<file path="config.mk">
export PLATFORM = sky130hd
export DESIGN_NAME = mem_access_unit
export DESIGN_NICKNAME = d
export VERILOG_FILES = /design/src/rtl/mem_access_unit.sv
export SDC_FILE = /design/constraint.sdc
export NUM_CORES = 1
export LEC_CHECK = 0
export CAP_MARGIN = 25
export CORE_ASPECT_RATIO = 1.25
export CORE_MARGIN = 2
export CORE_UTILIZATION = 45
export DETAILED_ROUTE_END_ITERATION = 10
export HOLD_SLACK_MARGIN = 0.08
export PLACE_DENSITY = 0.81
export SLEW_MARGIN = 10
export SYNTH_ARGS = -nofsm -noshare
export SYNTH_HDL_FRONTEND = slang
export SYNTH_SLANG_ARGS = --single-unit
</file>
<file path="constraint.sdc">
create_clock -name clk -period 2.3 [get_ports clk]
set_input_delay 0.46 -clock clk [delete_from_list [all_inputs] [get_ports clk]]
set_output_delay 0.46 -clock clk [all_outputs]
set_load 0.01 [all_outputs]
</file>
<file path="src/rtl/mem_access_unit.sv">
// Shared instruction/data memory port for the multi-cycle RV32I core.
// Runs one valid/ready bus transaction per request and stalls the control FSM until it completes.
module mem_access_unit #(
  parameter int unsigned ADDR_W  = 32,
  parameter int unsigned DATA_W  = 32,
  parameter int unsigned TIMEOUT = 255
) (
  input  logic              clk,
  input  logic              rstn,
  input  logic              fetch_req,
  input  logic              rd_req,
  input  logic              wr_req,
  input  logic [ADDR_W-1:0] addr,
  input  logic [DATA_W-1:0] wdata,
  input  logic [ADDR_W-1:0] pc_in,
  input  logic              err_clr,
  output logic              stall,
  output logic [DATA_W-1:0] instr,
  output logic [ADDR_W-1:0] old_pc,
  output logic [DATA_W-1:0] rdata,
  output logic              err_misalign,
  output logic              err_timeout,
  output logic              err_multi,
  output logic              bus_valid,
  input  logic              bus_ready,
  output logic              bus_we,
  output logic [ADDR_W-1:0] bus_addr,
  output logic [DATA_W-1:0] bus_wdata,
  input  logic              bus_rsp_valid,
  input  logic [DATA_W-1:0] bus_rdata
);

  localparam int unsigned CNT_W = 8;
  localparam logic [DATA_W-1:0] NOP = DATA_W'(32'h0000_0013);
  localparam logic [CNT_W-1:0] CNT_LAST = CNT_W'(TIMEOUT - 1);

  typedef enum logic [1:0] {IDLE, REQ, RSP} state_t;
  typedef enum logic [1:0] {K_FETCH, K_READ, K_WRITE} kind_t;

  state_t            state_q, state_d;
  kind_t             kind_q, kind_d;
  logic [ADDR_W-1:0] pc_q, pc_d;
  logic [CNT_W-1:0]  cnt_q, cnt_d;
  logic [DATA_W-1:0] instr_d, rdata_d, bus_wdata_d;
  logic [ADDR_W-1:0] old_pc_d, bus_addr_d;
  logic              bus_valid_d, bus_we_d;
  logic              set_misalign, set_timeout, set_multi;
  logic              req_any, req_multi, aligned;

  assign req_any   = fetch_req | rd_req | wr_req;
  assign req_multi = (fetch_req & rd_req) | (fetch_req & wr_req) | (rd_req & wr_req);
  assign aligned   = (addr[1:0] == 2'b00);

  // Combinational so the FSM holds in the very cycle it raises a strobe.
  assign stall = (state_q != IDLE) || (req_any && aligned);

  // Next-state and next-register values.
  always_comb begin
    state_d      = state_q;
    kind_d       = kind_q;
    pc_d         = pc_q;
    cnt_d        = cnt_q;
    instr_d      = instr;
    old_pc_d     = old_pc;
    rdata_d      = rdata;
    bus_valid_d  = bus_valid;
    bus_we_d     = bus_we;
    bus_addr_d   = bus_addr;
    bus_wdata_d  = bus_wdata;
    set_misalign = 1'b0;
    set_timeout  = 1'b0;
    set_multi    = 1'b0;
    case (state_q)
      IDLE: begin
        if (req_any) begin
          set_multi = req_multi;
          if (!aligned) begin
            set_misalign = 1'b1;
          end else begin
            state_d     = REQ;
            kind_d      = fetch_req ? K_FETCH : (rd_req ? K_READ : K_WRITE);
            pc_d        = pc_in;
            bus_valid_d = 1'b1;
            bus_we_d    = !fetch_req && !rd_req;
            bus_addr_d  = {addr[ADDR_W-1:2], 2'b00};
            bus_wdata_d = wdata;
          end
        end
      end
      REQ: begin
        if (bus_ready) begin
          bus_valid_d = 1'b0;
          bus_we_d    = 1'b0;
          cnt_d       = '0;
          state_d     = (kind_q == K_WRITE) ? IDLE : RSP;
        end
      end
      RSP: begin
        if (bus_rsp_valid) begin
          if (kind_q == K_FETCH) begin
            instr_d  = bus_rdata;
            old_pc_d = pc_q;
          end else begin
            rdata_d = bus_rdata;
          end
          state_d = IDLE;
        end else if (cnt_q == CNT_LAST) begin
          set_timeout = 1'b1;
          state_d     = IDLE;
        end else begin
          cnt_d = cnt_q + CNT_W'(1);
        end
      end
      default: state_d = IDLE;
    endcase
  end

  // State and output registers; a set wins over a same-cycle clear.
  always_ff @(posedge clk or negedge rstn) begin
    if (!rstn) begin
      state_q      <= IDLE;
      kind_q       <= K_FETCH;
      pc_q         <= '0;
      cnt_q        <= '0;
      instr        <= NOP;
      old_pc       <= '0;
      rdata        <= '0;
      err_misalign <= 1'b0;
      err_timeout  <= 1'b0;
      err_multi    <= 1'b0;
      bus_valid    <= 1'b0;
      bus_we       <= 1'b0;
      bus_addr     <= '0;
      bus_wdata    <= '0;
    end else begin
      state_q      <= state_d;
      kind_q       <= kind_d;
      pc_q         <= pc_d;
      cnt_q        <= cnt_d;
      instr        <= instr_d;
      old_pc       <= old_pc_d;
      rdata        <= rdata_d;
      err_misalign <= set_misalign | (err_misalign & ~err_clr);
      err_timeout  <= set_timeout  | (err_timeout  & ~err_clr);
      err_multi    <= set_multi    | (err_multi    & ~err_clr);
      bus_valid    <= bus_valid_d;
      bus_we       <= bus_we_d;
      bus_addr     <= bus_addr_d;
      bus_wdata    <= bus_wdata_d;
    end
  end

endmodule

</file>
==> impl_metrics.json <==
{
  "status": "finished clean",
  "crit_type": "in2out",
  "gp_congestion": 0.806,
  "cp.arrival_ns": 1.62,
  "grt_pass1_vias": 6166,
  "drive_gt1_share_pct": 30.5,
  "hold_ws_ns": 0.503,
  "post_cts_buffers": 0,
  "finalSetupTns_ns": 0,
  "track_usage_pct": 21.3,
  "cts_sinks": 207,
  "wirelength_um": 20500,
  "drt_pre_antenna_iters": 4,
  "htree_levels": 1,
  "stdcell_area_mm2": 0.0122,
  "dieArea_mm2": 0.0192,
  "crit_path_max_incr_delay_ns": 0.47,
  "hp-class": "reg2reg",
  "timing.final.crit_share_pct": 90.6,
  "maxCapViolCount": 0,
  "crit_chain": "clkdlybuf4s50_1, nor3_4, o31ai_1, dlygate4sd2_1",
  "dp_hpwl_um": 14700,
  "grt_first_pass_wirelength_um": 33000,
  "ys.flop_type": "dfrtp_1",
  "setup_viol": 0,
  "slew_headroom_pct": 66.2,
  "antenna_found_initial": 0,
  "cts_tree": "done",
  "path_buf_inv": 2,
  "antenna_cells": 0,
  "cts_made_buffers": 21,
  "cts-root-buf": "clkbuf_16",
  "synth-edff-count": 0,
  "synthCells": 501,
  "cts_buffer_depth": 3,
  "syn_to_final_growth_pct": 49.9,
  "p_leak_nw": 5.37,
  "path_delay_family": "buffers and inverters",
  "die_x_um": 124,
  "core_area_mm2": 0.0180,
  "insertion_delay_ns": 0.48,
  "grt_max_degree": 62,
  "yosysSeqAreaShare_pct": 63.6,
  "critical_path_required_ns": 1.84,
  "drt-vias-per-instance": 5.09,
  "fin_nets": 959,
  "finalCriticalPeriod_ns": 2.08,
  "avgRoutedWirePerCell_um": 19.3,
  "cp_max_fo": 5,
  "powerDensity_mw_per_mm2": 1250,
  "wl_met2_um": 10800,
  "vias": 5406,
  "tightest_slew_ns": 0.507,
  "drv_slew": 0,
  "hold_viol": 0,
  "async_flop_share_pct": 100,
  "die_height_um": 154,
  "route.met3.wl_um": 1440,
  "io_pins": 302,
  "worst_setup_path_start_kind": "input pin",
  "yosysUniqueCellTypes": 43,
  "start_util_pct": 45.4,
  "highest_layer": "met4",
  "r2r_setup_slack_ns": 0.45,
  "ys_seq_elements": 207,
  "clk_pin_slew_ns": 0.05,
  "rsz0062_at_grt": "false",
  "cp_slowest_cell": "clkdlybuf4s50_1",
  "num_rows": 55,
  "drc": 0,
  "antenna_left": 0,
  "synth_area_mm2": 0.00815,
  "yosys_warnings": 0,
  "drt-met1-wl_um": 7690,
  "fmax_mhz": 480,
  "dpl_cell_area_mm2": 0.0115,
  "post-route-util_pct": 68.1,
  "portBuffers": 299,
  "fin_skew_ns": 0.00973,
  "peakVddDrop_mv": 0.876,
  "drtIter0Drc": 251,
  "avgSynthCellArea_um2": 16.3,
  "critPathCaptureType": "primary output",
  "grt-ovfl-total": 0
}
-- metrics by stage --
stage               total power [mW]  instances  setup WS, ns
finish                          15.3       1063         0.216
CTS                             15.5       1063         0.226
floorplan                       8.48        502         0.513
global route                    16.1       1063         0.146
global placement                11.7       1025       -0.0888
detailed placement              12.0       1025        -0.247
-- synthesized netlist by cell type (2+ instances only) --
cell type,n,share of area [%]
mux2_2,151,21
ha_1,2,0.31
buf_8,3,0.55
a31oi_1,5,0.38
nor2_1,8,0.37
dfrtp_1,204,63
and3_1,2,0.15
buf_6,3,0.41
o22ai_1,3,0.23
a41oi_1,2,0.21
nand2_1,9,0.41
buf_4,5,0.46
nand3_1,4,0.25
nor2b_1,2,0.15
o21ai_0,5,0.31
a21oi_1,6,0.37
inv_1,8,0.37
buf_2,12,0.74
o31ai_1,2,0.18
mux2_4,38,7.0
dfstp_2,3,0.97
nand2b_1,3,0.23
-- registers in the layout, indices dropped and copies added, names as in the netlist --
name,count
old_pc,32
err_misalign,1
kind_q,2
bus_addr,30
err_multi,1
state_q,2
bus_valid,1
cnt_q,8
instr,32
pc_q,32
rdata,32
err_timeout,1
bus_wdata,32
bus_we,1
-- area by class of cell --
class | count | area (um^2)
fillers | 1227 | 5740
clock buffers | 31 | 593
inverters | 8 | 30.0
well taps | 228 | 285
clock inverters | 6 | 85.1
flip-flops and latches | 207 | 5180
multi-input cells | 262 | 2800
repair buffers | 321 | 3250
-- power breakdown --
part | switching (mW) | internal, mW | total, mW
Combinational | 2.09 | 3.76 | 5.85
Sequential | 0.895 | 5.21 | 6.11
Clock | 1.37 | 2.01 | 3.38
-- final timing paths --
| check | start | to | depth (start not counted) |
|---|---|---|---|
| min in group asynchronous | rstn | instr[25]$_DFFE_PN0P_ | 2 |
| setup reg to reg | state_q[0]$_DFFE_PN0P_ | rdata[7]$_DFFE_PN0P_ | 5 |
| hold reg to reg | rdata[1]$_DFFE_PN0P_ | rdata[1]$_DFFE_PN0P_ | 1 |
| setup / recovery | rd_req | stall | 4 |
| hold / removal | rdata[1]$_DFFE_PN0P_ | rdata[1]$_DFFE_PN0P_ | 1 |
| max in group asynchronous | rstn | bus_wdata[6]$_DFFE_PN0P_ | 3 |
-- placed cells by master (no fill, tap or decap), drive strengths merged, types with 2 or more instances in the layout --
master         count
dfstp              3
conb               2
nand2b             3
buf               21
clkinv             2
and3               2
a41oi              3
dfrtp            204
clkinvlp           2
o31ai              2
nor2b              2
clkdlybuf4s50    297
ha                 2
o21ai              6
nand2              9
nand3              5
inv                8
a31oi              5
mux2             190
bufinv             2
o22ai              3
clkbuf            32
a21oi              6
nor2               8
-- timing repair --
action | CTS | global route
endpoints found under the hold margin | 53 | 0
endpoints found under the setup margin | 1 | 0
hold buffers | 1 | 0
gates resized for setup | 4 | 0
-- kinds of logic (layout without fill, tap and decap cells) --
| logic type | Yosys count | in the layout | synth area share, % |
|---|---|---|---|
| buffers and inverters | 33 | 366 | 2.62 |
| muxes | 191 | 191 | 28.1 |
| adders and majority gates | 3 | 3 | 0.430 |
| and+or+nand+nor | 37 | 37 | 2.59 |
| other | 1 | 2 | 0.0460 |
| AOI/OAI and AO/OA | 29 | 29 | 2.61 |
| DFF | 207 | 207 | 63.6 |
-- metal layers --
layer  vias to the layer above  track usage (%)
met5                         -                0
met4                         0             7.17
met3                        46             5.57
met2                       247             38.6
met1                      2708             24.3
li1                       2405                -
Power figures use the tool's default switching activity.
==> RTL edit 1, RTL diff (same settings) <==
Change the localparam `CNT_W` from 8 to 7.
--- a/src/rtl/mem_access_unit.sv
+++ b/src/rtl/mem_access_unit.sv
@@ -30,7 +30,7 @@
   input  logic [DATA_W-1:0] bus_rdata
 );
 
-  localparam int unsigned CNT_W = 8;
+  localparam int unsigned CNT_W = 7;
   localparam logic [DATA_W-1:0] NOP = DATA_W'(32'h0000_0013);
   localparam logic [CNT_W-1:0] CNT_LAST = CNT_W'(TIMEOUT - 1);
 
Check against the original RTL: no difference found for any inputs over 4 cycles, from zero or initial values and one cycle with rstn low; that may be too few to reach the edited logic, so the function may still have changed.
==> RTL edit 1 against the original RTL <==
- utilization increased by 1.0 points
- critical endpoint is now instr[1]
- highest routed layer unchanged
- cell area fell by 2.3%
- area after synthesis shrank 3.1%
- sequential power shrank 1%
- worst setup slack gained 0.046 ns
- wire length fell by 8.7%
- critical path depth decreased by 3
- maximum frequency grew 2.3%
- sequential cell count is 1 lower
- critical path type is now reg -> out
- total power fell by 4.6%
==> RTL edit 1: results (changes against the original RTL) <==
outcome = finished clean
gp weighted congestion = 0.7548 (-6.4%)
Nets = 952 (-0.73%)
maximum VDD drop = 820.4 uV (-6.3%)
invs w/o clock = 3 (-5)
Post-Synth Adder-Cell Area = 0.004437 (+0.0001396)
Psw = 4116 uW (-5.4%)
R2R Path End = cnt_q[4]
mux contribution to synthesized area = 0.2710 (-0.01020)
fillers = 1,212 (-1.2%)
Distinct cells, synth = 39 (-9.3%)
largest net degree at the start of global routing = 58 (-6.5%)
worst reg2reg path depth = 6 (+1)
Post-synth top cells = 203 x dfrtp_1, 99 x mux2_2, 91 x mux2_1
compound-cell area share of the yosys netlist = 0.02076 (-0.005332)
CP startpoint = instr[1]
dpl hpwl = 13,860 um (-5.8%)
pwr/cell area = 1224 nW/um^2 (-2.4%)
sequential share of the synthesized area = 0.6533 (+0.01748)
# clk buffers = 33 (+6.5%)
actual slew at the worst max-slew pin = 0.5039 ns (-0.002798 ns)
LEAKAGE = 0.005117 uW (-4.6%)
clock network area share = 0.05395 (-0.001532)
DR WL/cell = 17.85 um (-7.7%)
Comb. pwr = 5410 uW (-7.5%)
global-route wire length before repair = 30,330 um (-8.0%)
multi-input logic area = 2603 um^2 (-6.9%)
clock sink count = 206 (-0.48%)
crit path to = instr[1]
beginning of the worst hold path = pc_q[4]
r2r setup slk = 0.32 ns (-0.13 ns)
Worst path max stage delay = 0.57 ns (+0.10 ns)
largest cells by area after synthesis = dfrtp_1 64%, mux2_2 14%, mux2_1 13%, dfstp_2 1.0%, buf_2 0.89%
CP Max Fanout = 2 (-3)
FF-to-FF Start = cnt_q[0]
non-clock buffer share of cell area = 0.2718 (+0.005897)
## RTL edit 1: changes by cell type after synthesis, sizes merged, moves of 2 or more
cell / before / now
a31oi: 5 / 0
a211o: 0 / 2
a22o: 0 / 2
nand3: 5 / 12
o22ai: 3 / 0
inv: 8 / 3
a41oi: 3 / 0
nand2: 9 / 5
nor2: 8 / 10
## RTL edit 1: layer usage
| layer | track usage | routed length, um |
|---|---|---|
| met1 | 0.2199 | 6660 |
| met2 | 0.3765 | 9960 |
| met3 | 0.05631 | 1561 |
| met4 | 0.06951 | 576 |
| met5 | 0 | 0 |
## RTL edit 1: through the flow
step | area [um^2] | hold WS (ns) | setup slack (ns) | cells
final | 11940 | 0.4839 | 0.2621 | 1051
after global routing | 11940 | 0.4986 | 0.2076 | 1051
after CTS | 11940 | 0.4870 | 0.02615 | 1051
after detailed placement | 11290 | 0.4636 | 0.05379 | 1014
after global placement | 11290 | 0.4593 | 0.03652 | 1014
after floorplan | 7900 | 0.1644 | 0.6069 | 494
==> RTL edit 2, RTL diff (same settings) <==
Without the edit above. The 3 values of `kind_t` get a one-hot encoding in 3 bits.
--- a/src/rtl/mem_access_unit.sv
+++ b/src/rtl/mem_access_unit.sv
@@ -35,7 +35,7 @@
   localparam logic [CNT_W-1:0] CNT_LAST = CNT_W'(TIMEOUT - 1);
 
   typedef enum logic [1:0] {IDLE, REQ, RSP} state_t;
-  typedef enum logic [1:0] {K_FETCH, K_READ, K_WRITE} kind_t;
+  typedef enum logic [2:0] {K_FETCH = 3'b001, K_READ = 3'b010, K_WRITE = 3'b100} kind_t;
 
   state_t            state_q, state_d;
   kind_t             kind_q, kind_d;
Formal check against the unedited RTL: no difference found for any inputs over 4 cycles, from zero or initial values and one cycle with rstn low; so few cycles prove little.
==> RTL edit 2 against the original RTL <==
- worst setup slack better by 0.062 ns
- worst hold slack worse by 0.013 ns
- clock skew down 0.0054 ns
- area after synthesis down 1.6%
- utilization up 2.3 points
- cell area up 0.36%
- wire length down 0.57%
- sequential cell count up 1
- total power down 2.0%
- critical path type is now reg -> out
==> RTL edit 2: results (changes against the original RTL) <==
Slew headroom = 0.6053 (-0.05685)
GR Layer Usage met1 = 0.2327 (-0.01072)
CP Max Fanout = 2 (-3)
beginning of the worst hold path = bus_valid
Worst path max stage delay = 0.56 ns (+0.09 ns)
Psw = 4148 uW (-4.7%)
Clock transition at path regs = 0.07 ns (+0.02 ns)
dpl hpwl = 15,270 um (+3.8%)
outcome = finished clean
mux contribution to synthesized area = 0.2681 (-0.01302)
vias in the first global route = 6,075 (-1.5%)
largest cells by area after synthesis = dfrtp_1 64%, mux2_2 26%, dfstp_2 1.3%, buf_6 0.84%, buf_2 0.69%
Post-Synth Adder-Cell Area = 0.004367 (+0.00007038)
sequential share of the synthesized area = 0.6495 (+0.01369)
r2r setup slk = 0.38 ns (-0.07 ns)
# diodes = 0 (unchanged)
initial detailed-routing violation count = 163 (-35%)
met2 Use GR = 0.4053 (+0.01913)
Place WS = -0.01634 ns (+0.2307 ns)
Post-DP Area = 11,510 um^2 (-0.13%)
R2R Path End = cnt_q[3]
DR vias = 5,456 (+0.92%)
largest net degree at the start of global routing = 72 (+16%)
DR WL/cell = 19.17 um (-0.85%)
Tcrit/Tclk final = 0.8792 (-0.02681)
compound-cell area share of the yosys netlist = 0.02511 (-0.0009765)
GRT Total Usage = 0.2168 (+0.004289)
GRT met3 Usage = 0.06567 (+0.009982)
hold path endpoint = bus_valid
Post-synth top cells = 204 x dfrtp_1, 188 x mux2_2, 11 x buf_2
Nets = 966 (+0.73%)
gp weighted congestion = 0.8074 (+0.14%)
Setup Skew = 0.004297 ns (-0.005431 ns)
maximum VDD drop = 861.4 uV (-1.6%)
LEAKAGE = 0.005305 uW (-1.1%)
detailed-router iteration count before antenna repair = 4 (unchanged)
==> RTL edit 2: cell types whose count changed after synthesis, moves of 3 or more <==
cell,delta
buf_6,+3
buf_8,-3
nor3b_1,+3
nor2_1,-3
inv_1,-3
nand2_1,-4
mux2_2,+37
mux2_4,-38
==> RTL edit 2: area by class of cell <==
| type | count | area (um^2) |
|---|---|---|
| Sequential cell | 208 | 5211 |
| Fill cell | 1172 | 5165 |
| Timing Repair Buffer | 331 | 3354 |
| Multi-Input combinational cell | 262 | 2656 |
| Clock buffer | 31 | 643.1 |
| Tap cell | 224 | 280.3 |
| Clock inverter | 5 | 102.6 |
| Inverter | 5 | 18.77 |
==> RTL edit 2: how the worst max path moves through the flow <==
stage	from	to	slack [ns]
global route	state_q[1]	cnt_q[3]	0.20
floorplan	state_q[0]	bus_wdata[14]	0.47
finish	instr[4]	instr[4]	0.28
CTS	fetch_req	stall	0.005
detailed placement	addr[1]	pc_q[6]	-0.02
global placement	addr[1]	pc_q[9]	0.05
==> RTL edit 2: cell families after synthesis <==
group | count (synthesis)
buf+inv | 27
other cells | 1
simple gates | 38
compound gates | 28
fa+ha+maj | 3
flops | 208
mux | 191
==> RTL edit 2: power groups by stage <==
stage	Combinational (uW)	Clock [uW]	Sequential, uW
final	5410	3610	6010
after detailed placement	5450	0	6080
after floorplan	1600	0	6470
after global routing	5770	3860	6200
after CTS	5500	3690	6030
after global placement	5290	0	5950
==> RTL edit 2: stage by stage <==
stage               instances  TNS (ns)
floorplan                 497         0
global placement         1029         0
detailed placement       1029  -0.04458
CTS                      1066         0
global route             1066         0
finish                   1066         0
==> RTL edit 2: worst register-to-register path, cell delays in order, from the launching register on <==
cell,delay [ns]
dfrtp_1,0.48
or3b_4,0.42
buf_4,0.15
a41oi_1,0.41
and3_1,0.28
a211o_1,0.11
==> RTL edit 2: metal layers <==
layer  wire length [um]  vias up
li1                   -     2430
met2              11170      235
met3               1816       36
met1               6975     2755
met5                  0        -
met4                467        0
==> RTL edit 2: what timing repair did <==
| action | in CTS | in global routing |
|---|---|---|
| endpoints found under the setup margin | 1 | 1 |
| hold buffers | 1 | 0 |
| gates resized for setup | 1 | 1 |
| hold endpoints to repair | 60 | 0 |
